$ cat src/rtl/apb_rr_arbiter_master_if.sv
// APB bus bundle shared by the round-robin APB master and the slave it drives.
interface apb_rr_arbiter_master_if #(
    parameter int ADDR_W = 32,
    parameter int DATA_W = 32
);
    logic [ADDR_W-1:0] PADDR;
    logic              PSELx;
    logic              PENABLE;
    logic              PWRITE;
    logic [DATA_W-1:0] PWDATA;
    logic [DATA_W-1:0] PRDATA;
    logic              PREADY;
    logic              PSLVERR;

    modport master (
        output PADDR, PSELx, PENABLE, PWRITE, PWDATA,
        input  PRDATA, PREADY, PSLVERR
    );

    modport slave (
        input  PADDR, PSELx, PENABLE, PWRITE, PWDATA,
        output PRDATA, PREADY, PSLVERR
    );
endinterface

$ cat src/rtl/apb_rr_arbiter_master.sv
// Two-requester APB master: round-robin grant, SETUP/ACCESS sequencing, PREADY timeout,
// per-requester done pulse with held read data and error status.
module apb_rr_arbiter_master #(
    parameter int ADDR_W  = 32,
    parameter int DATA_W  = 32,
    parameter int TIMEOUT = 16
) (
    input  logic                   PCLK,
    input  logic                   PRESET,
    input  logic                   req0,
    input  logic                   wr0,
    input  logic [ADDR_W-1:0]      addr0,
    input  logic [DATA_W-1:0]      wdata0,
    output logic                   done0,
    output logic [DATA_W-1:0]      rdata0,
    output logic                   err0,
    input  logic                   req1,
    input  logic                   wr1,
    input  logic [ADDR_W-1:0]      addr1,
    input  logic [DATA_W-1:0]      wdata1,
    output logic                   done1,
    output logic [DATA_W-1:0]      rdata1,
    output logic                   err1,
    apb_rr_arbiter_master_if.master apb
);
    localparam int CNT_W = $clog2(TIMEOUT + 1);
    localparam logic [CNT_W-1:0] CNT_LAST = CNT_W'(TIMEOUT - 1);
    localparam logic [CNT_W-1:0] CNT_ONE  = CNT_W'(1);

    typedef enum logic [1:0] {
        ST_IDLE   = 2'd0,
        ST_SETUP  = 2'd1,
        ST_ACCESS = 2'd2
    } state_t;

    state_t            state_r, state_nxt_s;
    logic              ptr_r, ptr_nxt_s;
    logic              owner_r, owner_nxt_s;
    logic              psel_r, psel_nxt_s;
    logic              penable_r, penable_nxt_s;
    logic              pwrite_r, pwrite_nxt_s;
    logic [ADDR_W-1:0] paddr_r, paddr_nxt_s;
    logic [DATA_W-1:0] pwdata_r, pwdata_nxt_s;
    logic [CNT_W-1:0]  cnt_r, cnt_nxt_s;
    logic              done0_r, done0_nxt_s;
    logic              done1_r, done1_nxt_s;
    logic [DATA_W-1:0] rdata0_r, rdata0_nxt_s;
    logic [DATA_W-1:0] rdata1_r, rdata1_nxt_s;
    logic              err0_r, err0_nxt_s;
    logic              err1_r, err1_nxt_s;

    logic              elig0_s, elig1_s, grant1_s;
    logic              finish_s, fin_err_s, fin_rd_s;

    // A requester that just completed sits out the following IDLE cycle so a
    // still-high req is not mistaken for a new command.
    assign elig0_s  = req0 & ~done0_r;
    assign elig1_s  = req1 & ~done1_r;
    // ptr_r names the port preferred on contention.
    assign grant1_s = elig1_s & (~elig0_s | ptr_r);

    // Next-state, command capture and completion logic.
    always_comb begin
        state_nxt_s   = state_r;
        ptr_nxt_s     = ptr_r;
        owner_nxt_s   = owner_r;
        psel_nxt_s    = 1'b0;
        penable_nxt_s = 1'b0;
        pwrite_nxt_s  = pwrite_r;
        paddr_nxt_s   = paddr_r;
        pwdata_nxt_s  = pwdata_r;
        cnt_nxt_s     = cnt_r;
        done0_nxt_s   = 1'b0;
        done1_nxt_s   = 1'b0;
        rdata0_nxt_s  = rdata0_r;
        rdata1_nxt_s  = rdata1_r;
        err0_nxt_s    = err0_r;
        err1_nxt_s    = err1_r;
        finish_s      = 1'b0;
        fin_err_s     = 1'b0;
        fin_rd_s      = 1'b0;

        case (state_r)
            ST_IDLE: begin
                if (elig0_s | elig1_s) begin
                    state_nxt_s  = ST_SETUP;
                    psel_nxt_s   = 1'b1;
                    owner_nxt_s  = grant1_s;
                    ptr_nxt_s    = ~grant1_s;
                    pwrite_nxt_s = grant1_s ? wr1    : wr0;
                    paddr_nxt_s  = grant1_s ? addr1  : addr0;
                    pwdata_nxt_s = grant1_s ? wdata1 : wdata0;
                    cnt_nxt_s    = {CNT_W{1'b0}};
                end else begin
                    state_nxt_s  = ST_IDLE;
                end
            end
            ST_SETUP: begin
                state_nxt_s   = ST_ACCESS;
                psel_nxt_s    = 1'b1;
                penable_nxt_s = 1'b1;
            end
            ST_ACCESS: begin
                if (apb.PREADY) begin
                    finish_s  = 1'b1;
                    fin_err_s = apb.PSLVERR;
                    fin_rd_s  = ~pwrite_r;
                end else if (cnt_r == CNT_LAST) begin
                    finish_s  = 1'b1;
                    fin_err_s = 1'b1;
                end else begin
                    psel_nxt_s    = 1'b1;
                    penable_nxt_s = 1'b1;
                    cnt_nxt_s     = cnt_r + CNT_ONE;
                end
            end
            default: begin
                state_nxt_s = ST_IDLE;
            end
        endcase

        if (finish_s) begin
            state_nxt_s = ST_IDLE;
            if (owner_r) begin
                done1_nxt_s  = 1'b1;
                err1_nxt_s   = fin_err_s;
                rdata1_nxt_s = fin_rd_s ? apb.PRDATA : rdata1_r;
            end else begin
                done0_nxt_s  = 1'b1;
                err0_nxt_s   = fin_err_s;
                rdata0_nxt_s = fin_rd_s ? apb.PRDATA : rdata0_r;
            end
        end else begin
            done0_nxt_s = 1'b0;
            done1_nxt_s = 1'b0;
        end
    end

    // State and registered-output update; PRESET aborts any transfer silently.
    always_ff @(posedge PCLK) begin
        if (PRESET) begin
            state_r   <= ST_IDLE;
            ptr_r     <= 1'b0;
            owner_r   <= 1'b0;
            psel_r    <= 1'b0;
            penable_r <= 1'b0;
            pwrite_r  <= 1'b0;
            paddr_r   <= {ADDR_W{1'b0}};
            pwdata_r  <= {DATA_W{1'b0}};
            cnt_r     <= {CNT_W{1'b0}};
            done0_r   <= 1'b0;
            done1_r   <= 1'b0;
            rdata0_r  <= {DATA_W{1'b0}};
            rdata1_r  <= {DATA_W{1'b0}};
            err0_r    <= 1'b0;
            err1_r    <= 1'b0;
        end else begin
            state_r   <= state_nxt_s;
            ptr_r     <= ptr_nxt_s;
            owner_r   <= owner_nxt_s;
            psel_r    <= psel_nxt_s;
            penable_r <= penable_nxt_s;
            pwrite_r  <= pwrite_nxt_s;
            paddr_r   <= paddr_nxt_s;
            pwdata_r  <= pwdata_nxt_s;
            cnt_r     <= cnt_nxt_s;
            done0_r   <= done0_nxt_s;
            done1_r   <= done1_nxt_s;
            rdata0_r  <= rdata0_nxt_s;
            rdata1_r  <= rdata1_nxt_s;
            err0_r    <= err0_nxt_s;
            err1_r    <= err1_nxt_s;
        end
    end

    assign apb.PSELx   = psel_r;
    assign apb.PENABLE = penable_r;
    assign apb.PWRITE  = pwrite_r;
    assign apb.PADDR   = paddr_r;
    assign apb.PWDATA  = pwdata_r;
    assign done0       = done0_r;
    assign done1       = done1_r;
    assign rdata0      = rdata0_r;
    assign rdata1      = rdata1_r;
    assign err0        = err0_r;
    assign err1        = err1_r;
endmodule

$ cat src/flat_wrapper.sv
// flat-port wrapper written by rule: the top's interface ports become plain ports
module apb_rr_arbiter_master_flat 
#(
    parameter int ADDR_W  = 32,
    parameter int DATA_W  = 32,
    parameter int TIMEOUT = 16
)
  (PCLK, PRESET, req0, wr0, addr0, wdata0, done0, rdata0, err0, req1, wr1, addr1, wdata1, done1, rdata1, err1, apb_PADDR, apb_PSELx, apb_PENABLE, apb_PWRITE, apb_PWDATA, apb_PRDATA, apb_PREADY, apb_PSLVERR);
  apb_rr_arbiter_master_if #(.ADDR_W(ADDR_W), .DATA_W(DATA_W)) apb_i ();
  input  logic PCLK;
  input  logic PRESET;
  input  logic req0;
  input  logic wr0;
  input  logic [ADDR_W-1:0] addr0;
  input  logic [DATA_W-1:0] wdata0;
  output logic done0;
  output logic [DATA_W-1:0] rdata0;
  output logic err0;
  input  logic req1;
  input  logic wr1;
  input  logic [ADDR_W-1:0] addr1;
  input  logic [DATA_W-1:0] wdata1;
  output logic done1;
  output logic [DATA_W-1:0] rdata1;
  output logic err1;
  output wire logic [$bits(apb_i.PADDR)-1:0] apb_PADDR;
  output wire logic [$bits(apb_i.PSELx)-1:0] apb_PSELx;
  output wire logic [$bits(apb_i.PENABLE)-1:0] apb_PENABLE;
  output wire logic [$bits(apb_i.PWRITE)-1:0] apb_PWRITE;
  output wire logic [$bits(apb_i.PWDATA)-1:0] apb_PWDATA;
  input wire logic [$bits(apb_i.PRDATA)-1:0] apb_PRDATA;
  input wire logic [$bits(apb_i.PREADY)-1:0] apb_PREADY;
  input wire logic [$bits(apb_i.PSLVERR)-1:0] apb_PSLVERR;
  assign apb_PADDR = apb_i.PADDR;
  assign apb_PSELx = apb_i.PSELx;
  assign apb_PENABLE = apb_i.PENABLE;
  assign apb_PWRITE = apb_i.PWRITE;
  assign apb_PWDATA = apb_i.PWDATA;
  assign apb_i.PRDATA = apb_PRDATA;
  assign apb_i.PREADY = apb_PREADY;
  assign apb_i.PSLVERR = apb_PSLVERR;
  apb_rr_arbiter_master #(.ADDR_W(ADDR_W), .DATA_W(DATA_W), .TIMEOUT(TIMEOUT)) u_core (.PCLK(PCLK), .PRESET(PRESET), .req0(req0), .wr0(wr0), .addr0(addr0), .wdata0(wdata0), .done0(done0), .rdata0(rdata0), .err0(err0), .req1(req1), .wr1(wr1), .addr1(addr1), .wdata1(wdata1), .done1(done1), .rdata1(rdata1), .err1(err1), .apb(apb_i));
endmodule
$ cat config.mk
export PLATFORM = sky130hd
export DESIGN_NAME = apb_rr_arbiter_master_flat
export DESIGN_NICKNAME = d
export VERILOG_FILES = /design/src/rtl/apb_rr_arbiter_master_if.sv /design/src/rtl/apb_rr_arbiter_master.sv /design/src/flat_wrapper.sv
export SDC_FILE = /design/constraint.sdc
export NUM_CORES = 1
export LEC_CHECK = 0
export CELL_PAD_IN_SITES_DETAIL_PLACEMENT = 1
export CELL_PAD_IN_SITES_GLOBAL_PLACEMENT = 1
export CORE_MARGIN = 2
export CORE_UTILIZATION = 29
export CTS_CLUSTER_SIZE = 40
export DETAILED_ROUTE_END_ITERATION = 6
export PLACE_DENSITY_LB_ADDON = 0.05
export SETUP_SLACK_MARGIN = 0.02
export SLEW_MARGIN = 20
export SYNTH_ARGS = -nofsm -noshare
export SYNTH_HDL_FRONTEND = slang
export SYNTH_SLANG_ARGS = --single-unit
$ cat constraint.sdc
create_clock -name PCLK -period 5.1 [get_ports PCLK]
set_input_delay 1.02 -clock PCLK [delete_from_list [all_inputs] [get_ports PCLK]]
set_output_delay 1.02 -clock PCLK [all_outputs]
set_load 0.02 [all_outputs]
==> results.sh, run 1 <==
export IMPL_die_area_sq_um=19400
export IMPL_violations="design-rule violations"
export IMPL_htree_num_levels=4
export IMPL_synth_most_common_cell="dfxtp_1"
export IMPL_cts_sinks=144
export IMPL_ys_types=37
export IMPL_grt_max_degree=108
export IMPL_placed_cells=1078
export IMPL_use_met1_pct=23.6
export IMPL_grt_overflow=0
export IMPL_finClkSkew_ns=0.00753
export IMPL_power_density_nw_per_um2=344
export IMPL_grtUsageTotal_pct=21.1
export IMPL_yosys_warnings=0
export IMPL_dp_final_hpwl_mm=15.4
export IMPL_numCtsBuffers=17
export IMPL_hold_depth=2
export IMPL_fill_cells=2043
export IMPL_synth_ff_type="dfxtp_1"
export IMPL_hold_ws_ns=0.453
export IMPL_crit_path_end_kind="flip-flop"
export IMPL_power_switching_uw=852
export IMPL_min_delay_start="u_core.rdata0[29]"
export IMPL_grt_antenna_before_repair=1
export IMPL_synth_common_cells="144 x dfxtp_1, 129 x nand2_1, 74 x a21oi_1, 72 x nor2_1, 65 x a222oi_1"
export IMPL_crit_start="req1"
export IMPL_place_area_sq_um=8490
export IMPL_initialDrtViolationCount=457
export IMPL_synth_cells=590
export IMPL_fin_tns_setup_ns=0
export IMPL_p_leak_nw=3.23
export IMPL_clk_pin_slew_ns=0.06
export IMPL_die_x_microns=139
export IMPL_tightest_slew_ns=0.980
export IMPL_pwr_share_comb_pct=19.4
export IMPL_wl_mm=21.2
export IMPL_cp_required_ns=5.44
export IMPL_synth_top_area_cell="dfxtp_1"
export IMPL_p_int_mw=2.28
export IMPL_drc_errors=2
export IMPL_cts_setup_buffers=0
export IMPL_wl_per_cell_microns=19.1
export IMPL_core_sq_um=18000
export IMPL_fp_dieH_microns=139
export IMPL_power_mw=3.13
export IMPL_clock_latency_ns=0.42
export IMPL_hold_violations=0
export IMPL_fin_crit_ns=2.97
export IMPL_setup_ws_ns=2.13
export IMPL_relSlewSlack_pct=34.6
export IMPL_yosysSeqAreaShare_pct=54.2
export IMPL_layout_drive_gt1_share_pct=5.90
export IMPL_synth_top_area_share_pct=54.2
export IMPL_setup_violations=0
export IMPL_regArea_sq_um=2880
export IMPL_ir_drop_v=0.000221
export IMPL_vias=5644
export IMPL_synth_edff_count=0
export IMPL_critical_path_class="input port to flip-flop"
export IMPL_syn_area_sq_um=5320
export IMPL_grt_busiest_layer="met2"
export IMPL_drv_slew=0
export IMPL_reg2reg_from="u_core.state_r[0]"
export IMPL_viasPerCell=5.08
export IMPL_grt_pass1_vias=6035
export IMPL_avgSynthCellArea_sq_um=9.01
export IMPL_synthTopCellsByArea="dfxtp_1 54%, a222oi_1 12%, nand2_1 9.1%, a21oi_1 7.0%, nor2_1 5.1%"
export IMPL_status="finished, violations left"
export IMPL_use_met3_pct=7.98
export IMPL_arrival_ns=3.31
export IMPL_tritoncts="built"
export IMPL_cap_violations=0
export IMPL_ctsHoldBuffers=0
export IMPL_final_cell_count_no_fill=1111
export IMPL_clockRootBuffer="clkbuf_16"
export IMPL_cp_start_kind="input port"
export IMPL_netSwitchingFraction_pct=27.2
export IMPL_design_area_sq_um=9100
export IMPL_met2_usage_pct=37.2
export IMPL_fin_nets=1042
export IMPL_dr_pass1_iters=7
export IMPL_crit_path_max_fanout=42
export IMPL_seq_power_share_pct=39.5
export IMPL_cts_path_max_buffers=2
export IMPL_fin_crit_sh_pct=58.2
export IMPL_utilization_pct=50.7
export IMPL_ys_seq_elements=144
export IMPL_num_io_pins=303
export IMPL_grt_pass1_wl_mm=32.6
export IMPL_initial_core_util_pct=29.6
export IMPL_io_buffers=302
export IMPL_ctsResizeCount=0
export IMPL_rsz0062_at_grt="false"
export IMPL_placementRows=49
export IMPL_pre_cts_slack_ns=1.68
export IMPL_multiInputGateArea_sq_um=2190
export IMPL_ant_nets=0
export IMPL_hp_class="flip-flop to flip-flop"
export IMPL_clock_power_share_pct=41.1
export IMPL_fmax_ghz=0.337
export IMPL_synth_nets=764
export IMPL_gp_congestion=0.762
export IMPL_ff2ff_path_depth=7
export IMPL_async_flop_share_pct=0
export IMPL_areaGrowthSynthToFinish_pct=71.3
export IMPL_reg2reg_slack_ns=2.68
[routing by layer]
metal  part of all wire, %  vias to the layer above
met2                    51                      226
met4                   1.7                        0
met5                     0                        -
met1                    39                     2717
li1                      -                     2678
met3                   8.5                       23
[worst max-delay path: stages]
cell,delay (ns)
clkdlybuf4s50_1,0.52
nor2b_1,0.28
o211a_2,0.87
buf_4,0.34
a222oi_1,0.11
nor2_1,0.13
[area by class of cell]
class	instances	area share, %
antenna	1	0.0275
clock buffer	18	4.71
clock inverter	14	1.97
inverter	5	0.206
multi-input combinational	387	24.0
sequential	144	31.7
tap	229	3.15
timing repair buffer	313	34.2
[power by group through the flow]
| stage | sequential, mW | clock [mW] | combinational [mW] |
|---|---|---|---|
| after floorplan | 1.33 | 0 | 0.212 |
| after global placement | 1.25 | 0 | 0.592 |
| after detailed placement | 1.26 | 0 | 0.608 |
| after CTS | 1.24 | 1.32 | 0.612 |
| after global routing | 1.24 | 1.37 | 0.650 |
| final | 1.24 | 1.29 | 0.607 |
[cells in the final DEF (no fill, tap or decap), drive strengths merged, types with 2 or more instances in the layout]
cell             n
clkdlybuf4s50  301
dfxtp          144
nand2          129
a21oi           74
nor2            72
a222oi          65
clkbuf          18
buf             12
inv             11
ha               6
nand2b           6
nand3            5
nor3b            4
clkinvlp         3
bufinv           3
o21ai            3
nor3             3
and3             2
o21a             2
nand3b           2
a311oi           2
a211oi           2
clkinv           2
[flip-flops by register name (all words and copies together) (netlist names)]
name,flops
u_core.apb.PENABLE,1
u_core.apb.PWDATA,32
u_core.apb.PSELx,1
u_core.cnt_r,5
u_core.owner_r,1
u_core.done0,1
u_core.ptr_r,1
u_core.err1,1
u_core.rdata1,32
u_core.apb.PADDR,32
u_core.done1,1
u_core.state_r,2
u_core.apb.PWRITE,1
u_core.err0,1
u_core.rdata0,32
[kinds of logic (layout without fill, tap and decap cells)]
logic type	Yosys count	count (layout)	synth area share, %
fa+ha+maj	6	6	1.41
other cells	0	1	0
mux	1	1	0.188
buf+inv	59	350	5.11
flops	144	144	54.2
compound gates	152	152	21.1
simple gates	228	228	18.0
[final timing paths]
path | to
max | u_core.apb.PADDR[4]
min | u_core.rdata0[29]
max reg2reg | u_core.apb.PADDR[19]
min reg2reg | u_core.rdata0[29]
(Power assumes the default switching activity.)
==> inputs of run 2 (changes only) <==
--- a/config.mk
+++ b/config.mk
@@ -8,7 +8,7 @@
 export CELL_PAD_IN_SITES_DETAIL_PLACEMENT = 1
 export CELL_PAD_IN_SITES_GLOBAL_PLACEMENT = 1
 export CORE_MARGIN = 2
-export CORE_UTILIZATION = 29
+export CORE_UTILIZATION = 24
 export CTS_CLUSTER_SIZE = 40
 export DETAILED_ROUTE_END_ITERATION = 6
 export PLACE_DENSITY_LB_ADDON = 0.05
==> constraint.sdc (replaced) <==
create_clock -name PCLK -period 2.65 [get_ports PCLK]
set_input_delay 0.53 -clock PCLK [delete_from_list [all_inputs] [get_ports PCLK]]
set_output_delay 0.53 -clock PCLK [all_outputs]
set_load 0.02 [all_outputs]
==> run 2 against run 1 <==
Effect of this change: the run still ends with design-rule violations left; final cell count is 4.5% higher; via count is 0.67% lower; flip-flop and latch count stayed put; sequential share of layout area is 0.42 points lower; non-clock buffer count is 1 lower; design area is 1.3% higher; first-iteration DRC count is 16% lower; die area is 20% higher; highest routed layer is now met5; sequential power is 92% higher; register-to-register slack worse by 2.2 ns; power is 94% higher; setup slack worse by 1.7 ns.
==> results.sh, run 2 (same netlist as run 1, synthesis figures left out) <==
export IMPL_power_density_nw_per_um2=659
export IMPL_grt_max_degree=81
export IMPL_power_switching_mw=1.66
export IMPL_clockRootBuffer="clkbuf_16"
export IMPL_min_delay_start="PRESET"
export IMPL_fin_crit_ns=2.18
export IMPL_hp_class="input port to flip-flop"
export IMPL_netSwitchingFraction_pct=27.3
export IMPL_numCtsBuffers=17
export IMPL_ir_drop_v=0.000377
export IMPL_cpPeakStageDelay_ns=0.47
export IMPL_grt_pass1_wl_mm=33.7
export IMPL_rsz0062_at_grt="false"
export IMPL_status="finished, violations left"
export IMPL_grtUsageTotal_pct=18.2
export IMPL_fmax_ghz=0.459
export IMPL_core_sq_um=21800
export IMPL_power_mw=6.08
export IMPL_ctsHoldBuffers=0
export IMPL_num_io_pins=303
export IMPL_pwr_share_comb_pct=19.4
export IMPL_wl_per_cell_microns=18.7
export IMPL_hold_violations=0
export IMPL_layout_drive_gt1_share_pct=5.91
export IMPL_crit_path_end_kind="flip-flop"
export IMPL_cp_required_ns=2.94
export IMPL_final_cell_mix="301 x clkdlybuf4s50_1, 144 x dfxtp_1, 129 x nand2_1, 74 x a21oi_1, 72 x nor2_1"
export IMPL_placementRows=54
export IMPL_vias=5606
export IMPL_cp_slowest_cell="a311oi_2"
export IMPL_crit_path_max_fanout=7
export IMPL_gp_congestion=0.746
export IMPL_ant_nets=0
export IMPL_cap_violations=0
export IMPL_cp_common_cell="ha_1"
export IMPL_grt_antenna_before_repair=2
export IMPL_seq_power_share_pct=39.1
export IMPL_fin_crit_sh_pct=82.3
export IMPL_fin_tns_setup_ns=0
export IMPL_dr_pass1_iters=7
export IMPL_cp_start_kind="flip-flop"
export IMPL_areaGrowthSynthToFinish_pct=73.6
export IMPL_relSlewSlack_pct=67.7
export IMPL_p_int_mw=4.42
export IMPL_initialDrtViolationCount=383
export IMPL_violations="design-rule violations"
export IMPL_cts_setup_buffers=0
export IMPL_dp_final_hpwl_mm=15.3
export IMPL_finClkSkew_ns=0.0118
export IMPL_p_leak_nw=3.25
export IMPL_grt_overflow=0
export IMPL_initial_core_util_pct=24.4
export IMPL_cts_path_max_buffers=2
export IMPL_hold_ws_ns=0.361
export IMPL_drc_errors=4
export IMPL_final_common_cell="clkdlybuf4s50_1"
export IMPL_reg2reg_from="u_core.cnt_r[0]"
export IMPL_crit_start="u_core.cnt_r[0]"
export IMPL_fin_nets=1041
export IMPL_drv_slew=0
export IMPL_tightest_slew_ns=0.485
export IMPL_path_cells="ha_1 -> and3_1 -> ha_1 -> o21a_1 -> a311oi_2 -> mux2i_1 -> a21oi_1"
export IMPL_grt_pass1_vias=6204
export IMPL_die_area_sq_um=23400
export IMPL_cts_sinks=144
export IMPL_fp_dieH_microns=153
export IMPL_io_buffers=302
export IMPL_clock_latency_ns=0.42
export IMPL_htree_num_levels=4
export IMPL_wl_mm=21.7
export IMPL_viasPerCell=4.83
export IMPL_tritoncts="built"
export IMPL_die_x_microns=153
export IMPL_critical_path_class="flip-flop to flip-flop"
export IMPL_ctsResizeCount=0
export IMPL_clk_pin_slew_ns=0.06
export IMPL_arrival_ns=2.47
export IMPL_clock_power_share_pct=41.5
export IMPL_setup_violations=0
## run 2: cell type report
cell class / count / area [sq um]
Antenna cell: 1 / 2.50
Clock buffer: 18 / 439
Clock inverter: 14 / 175
Fill cell: 2435 / 12500
Inverter: 5 / 18.8
Multi-Input combinational cell: 387 / 2190
Sequential cell: 144 / 2880
Tap cell: 280 / 350
Timing Repair Buffer: 312 / 3170
## run 2: worst max-delay path: cells and delay by family (launching register included)
kind	cells	cell delay, ns
AOI/OAI and AO/OA	3	0.77
adders and majority gates	2	0.47
DFF	1	0.35
muxes	1	0.25
and+or+nand+nor	1	0.19
## run 2: final timing paths
kind                                              to  slack, ns  depth (start not counted)
worst max register to register       u_core.cnt_r[3]       0.47                          7
worst min-delay path            u_core.apb.PADDR[16]       0.36                          2
worst max-delay path                 u_core.cnt_r[3]       0.47                          7
worst min register to register     u_core.rdata0[15]       0.45                          2
## run 2: power groups by stage
stage          Clock [mW]  Combinational, mW  Sequential, mW
2_1_floorplan           0              0.408            2.55
3_3_place_gp            0               1.17            2.42
3_5_place_dp            0               1.19            2.42
4_1_cts              2.61               1.20            2.38
5_1_grt              2.69               1.27            2.39
6_report             2.52               1.18            2.38
## run 2: metal layers
layer  part of all wire, %  global-route usage, %  up-vias
li1                      -                      -     2673
met1                    39                   19.6     2675
met2                    49                   30.8      226
met3                    10                   8.93       30
met4                   2.1                   6.70        2
met5                 0.060                      0        -
## run 2: per-stage QoR
step | utilization [%] | setup slack (ns) | cell area (sq um) | instances
6_report | 42.4 | 0.470 | 9230 | 1161
5_1_grt | 42.4 | 0.340 | 9230 | 1161
4_1_cts | 42.4 | 0.462 | 9220 | 1160
3_5_place_dp | 39.6 | 0.342 | 8610 | 1128
3_3_place_gp | 39.6 | 0.406 | 8610 | 1128
2_1_floorplan | - | 0.734 | 5320 | 590
==> inputs of run 3 (changes only) <==
==> constraint.sdc (replaced) <==
create_clock -name PCLK -period 1.9 [get_ports PCLK]
set_input_delay 0.38 -clock PCLK [delete_from_list [all_inputs] [get_ports PCLK]]
set_output_delay 0.38 -clock PCLK [all_outputs]
set_load 0.02 [all_outputs]
==> run 3 against run 2 <==
Effect of this change: the flow now finishes without violations; power is 39% higher; design area grew 3.2%; first-iteration DRC count shrank 15%; setup slack got worse by 0.38 ns; register-to-register slack worse by 0.38 ns; flip-flop and latch count did not move; sequential share of layout area is 0.95 points lower; largest power group unchanged; highest routed layer is now met4.
==> results.sh, run 3 (same netlist as run 1, synthesis figures left out) <==
export IMPL_status="finished, final reports clean"
export IMPL_clock_latency_ns=0.42
export IMPL_viasPerCell=4.85
export IMPL_pre_cts_slack_ns=-0.173
export IMPL_critical_path_class="flip-flop to flip-flop"
export IMPL_crit_path_end_kind="flip-flop"
export IMPL_fp_dieH_microns=153
export IMPL_grtUsageTotal_pct=18.7
export IMPL_die_area_sq_um=23400
export IMPL_fmax_ghz=0.553
export IMPL_layout_drive_gt1_share_pct=9.39
export IMPL_tritoncts="built"
export IMPL_grt_pass1_wl_mm=34.7
export IMPL_placementRows=54
export IMPL_clk_pin_slew_ns=0.07
export IMPL_die_x_microns=153
export IMPL_core_sq_um=21800
export IMPL_clockRootBuffer="clkbuf_16"
export IMPL_finClkSkew_ns=0.00921
export IMPL_wl_per_cell_microns=18.8
export IMPL_initial_core_util_pct=24.4
export IMPL_drc_errors=0
export IMPL_fill_cells=2426
export IMPL_relSlewSlack_pct=73.5
export IMPL_grt_overflow=0
export IMPL_fin_nets=1066
export IMPL_hp_class="input port to flip-flop"
export IMPL_setup_violations=0
export IMPL_vias=5757
export IMPL_ir_drop_v=0.000534
export IMPL_p_leak_nw=3.41
export IMPL_cts_path_max_buffers=2
export IMPL_power_density_nw_per_um2=890
export IMPL_regArea_sq_um=2890
export IMPL_crit_path_max_fanout=4
export IMPL_ant_nets=0
export IMPL_setup_ws_ns=0.0927
export IMPL_gp_congestion=0.789
export IMPL_grt_antenna_before_repair=2
export IMPL_wl_mm=22.4
export IMPL_ctsHoldBuffers=0
export IMPL_power_mw=8.47
export IMPL_fin_crit_sh_pct=95.1
export IMPL_dr_pass1_iters=6
export IMPL_tightest_slew_ns=0.398
export IMPL_hold_violations=0
export IMPL_htree_num_levels=4
export IMPL_cap_violations=0
export IMPL_final_common_cell="clkdlybuf4s50_1"
export IMPL_dp_final_hpwl_mm=16.2
export IMPL_initialDrtViolationCount=326
export IMPL_design_area_sq_um=9520
export IMPL_final_cell_mix="299 x clkdlybuf4s50_1, 142 x dfxtp_1, 129 x nand2_1, 74 x a21oi_1, 72 x nor2_1"
export IMPL_cp_required_ns=2.18
export IMPL_grt_max_degree=65
export IMPL_num_io_pins=303
export IMPL_grt_pass1_vias=6165
export IMPL_fin_crit_ns=1.81
export IMPL_multiInputGateArea_sq_um=2250
export IMPL_areaGrowthSynthToFinish_pct=79.2
export IMPL_rsz0062_at_grt="true"
export IMPL_io_buffers=302
export IMPL_numCtsBuffers=17
export IMPL_place_area_sq_um=8840
export IMPL_drv_slew=0
export IMPL_cp_start_kind="flip-flop"
export IMPL_utilization_pct=43.8
export IMPL_cts_sinks=144
export IMPL_arrival_ns=2.09
[run 3: final cells by class]
type,instances,area share [%]
antenna,2,0.0525
clock buffer,19,4.76
clock inverter,13,1.50
inverter,5,0.197
multi-input combinational,387,23.6
sequential,144,30.3
tap,280,3.68
timing repair buffer,337,35.9
[run 3: report_power, final]
group | switching (mW) | internal, mW
combinational | 0.848 | 0.924
clock | 1.46 | 1.93
sequential | 0.111 | 3.20
[run 3: what timing repair did]
action                     in CTS  in global routing
setup endpoints to repair      10                 43
pin swaps                       5                  2
setup buffers                   4                  0
resized for setup              11                  2
[run 3: metrics by stage]
| stage | hold WS, ns | setup TNS, ns | std cells |
|---|---|---|---|
| global route | 0.365 | 0 | 1187 |
| CTS | 0.348 | 0 | 1185 |
| finish | 0.365 | 0 | 1187 |
| floorplan | 0.446 | 0 | 590 |
| detailed placement | 0.448 | -14.45 | 1149 |
| global placement | 0.442 | -10.0 | 1149 |
[run 3: critical path, cell delays in order, from the launching register on]
cell and delay, ns:
dfxtp_2 0.33, ha_4 0.16, and3_4 0.15, ha_4 0.16, o21a_1 0.20, a311oi_4 0.31
buf_4 0.20, nand2b_4 0.11, a21oi_1 0.06
[run 3: final timing paths]
path,start,to,cells past startpoint,slack (ns)
setup / recovery,u_core.cnt_r[1],u_core.cnt_r[0],8,0.09
hold / removal,PRESET,u_core.apb.PADDR[26],2,0.36
setup reg to reg,u_core.cnt_r[1],u_core.cnt_r[0],8,0.09
hold reg to reg,u_core.rdata0[13],u_core.rdata0[13],2,0.45
[run 3: routing by layer]
layer	part of all wire, %	wire, microns	up-vias	global-route usage (%)
met3	9.0	2000	18	7.97
met4	0.98	220	0	5.78
met1	41	9180	2797	21.2
met2	49	11000	215	31.9
li1	-	-	2727	-
met5	0	0	-	0
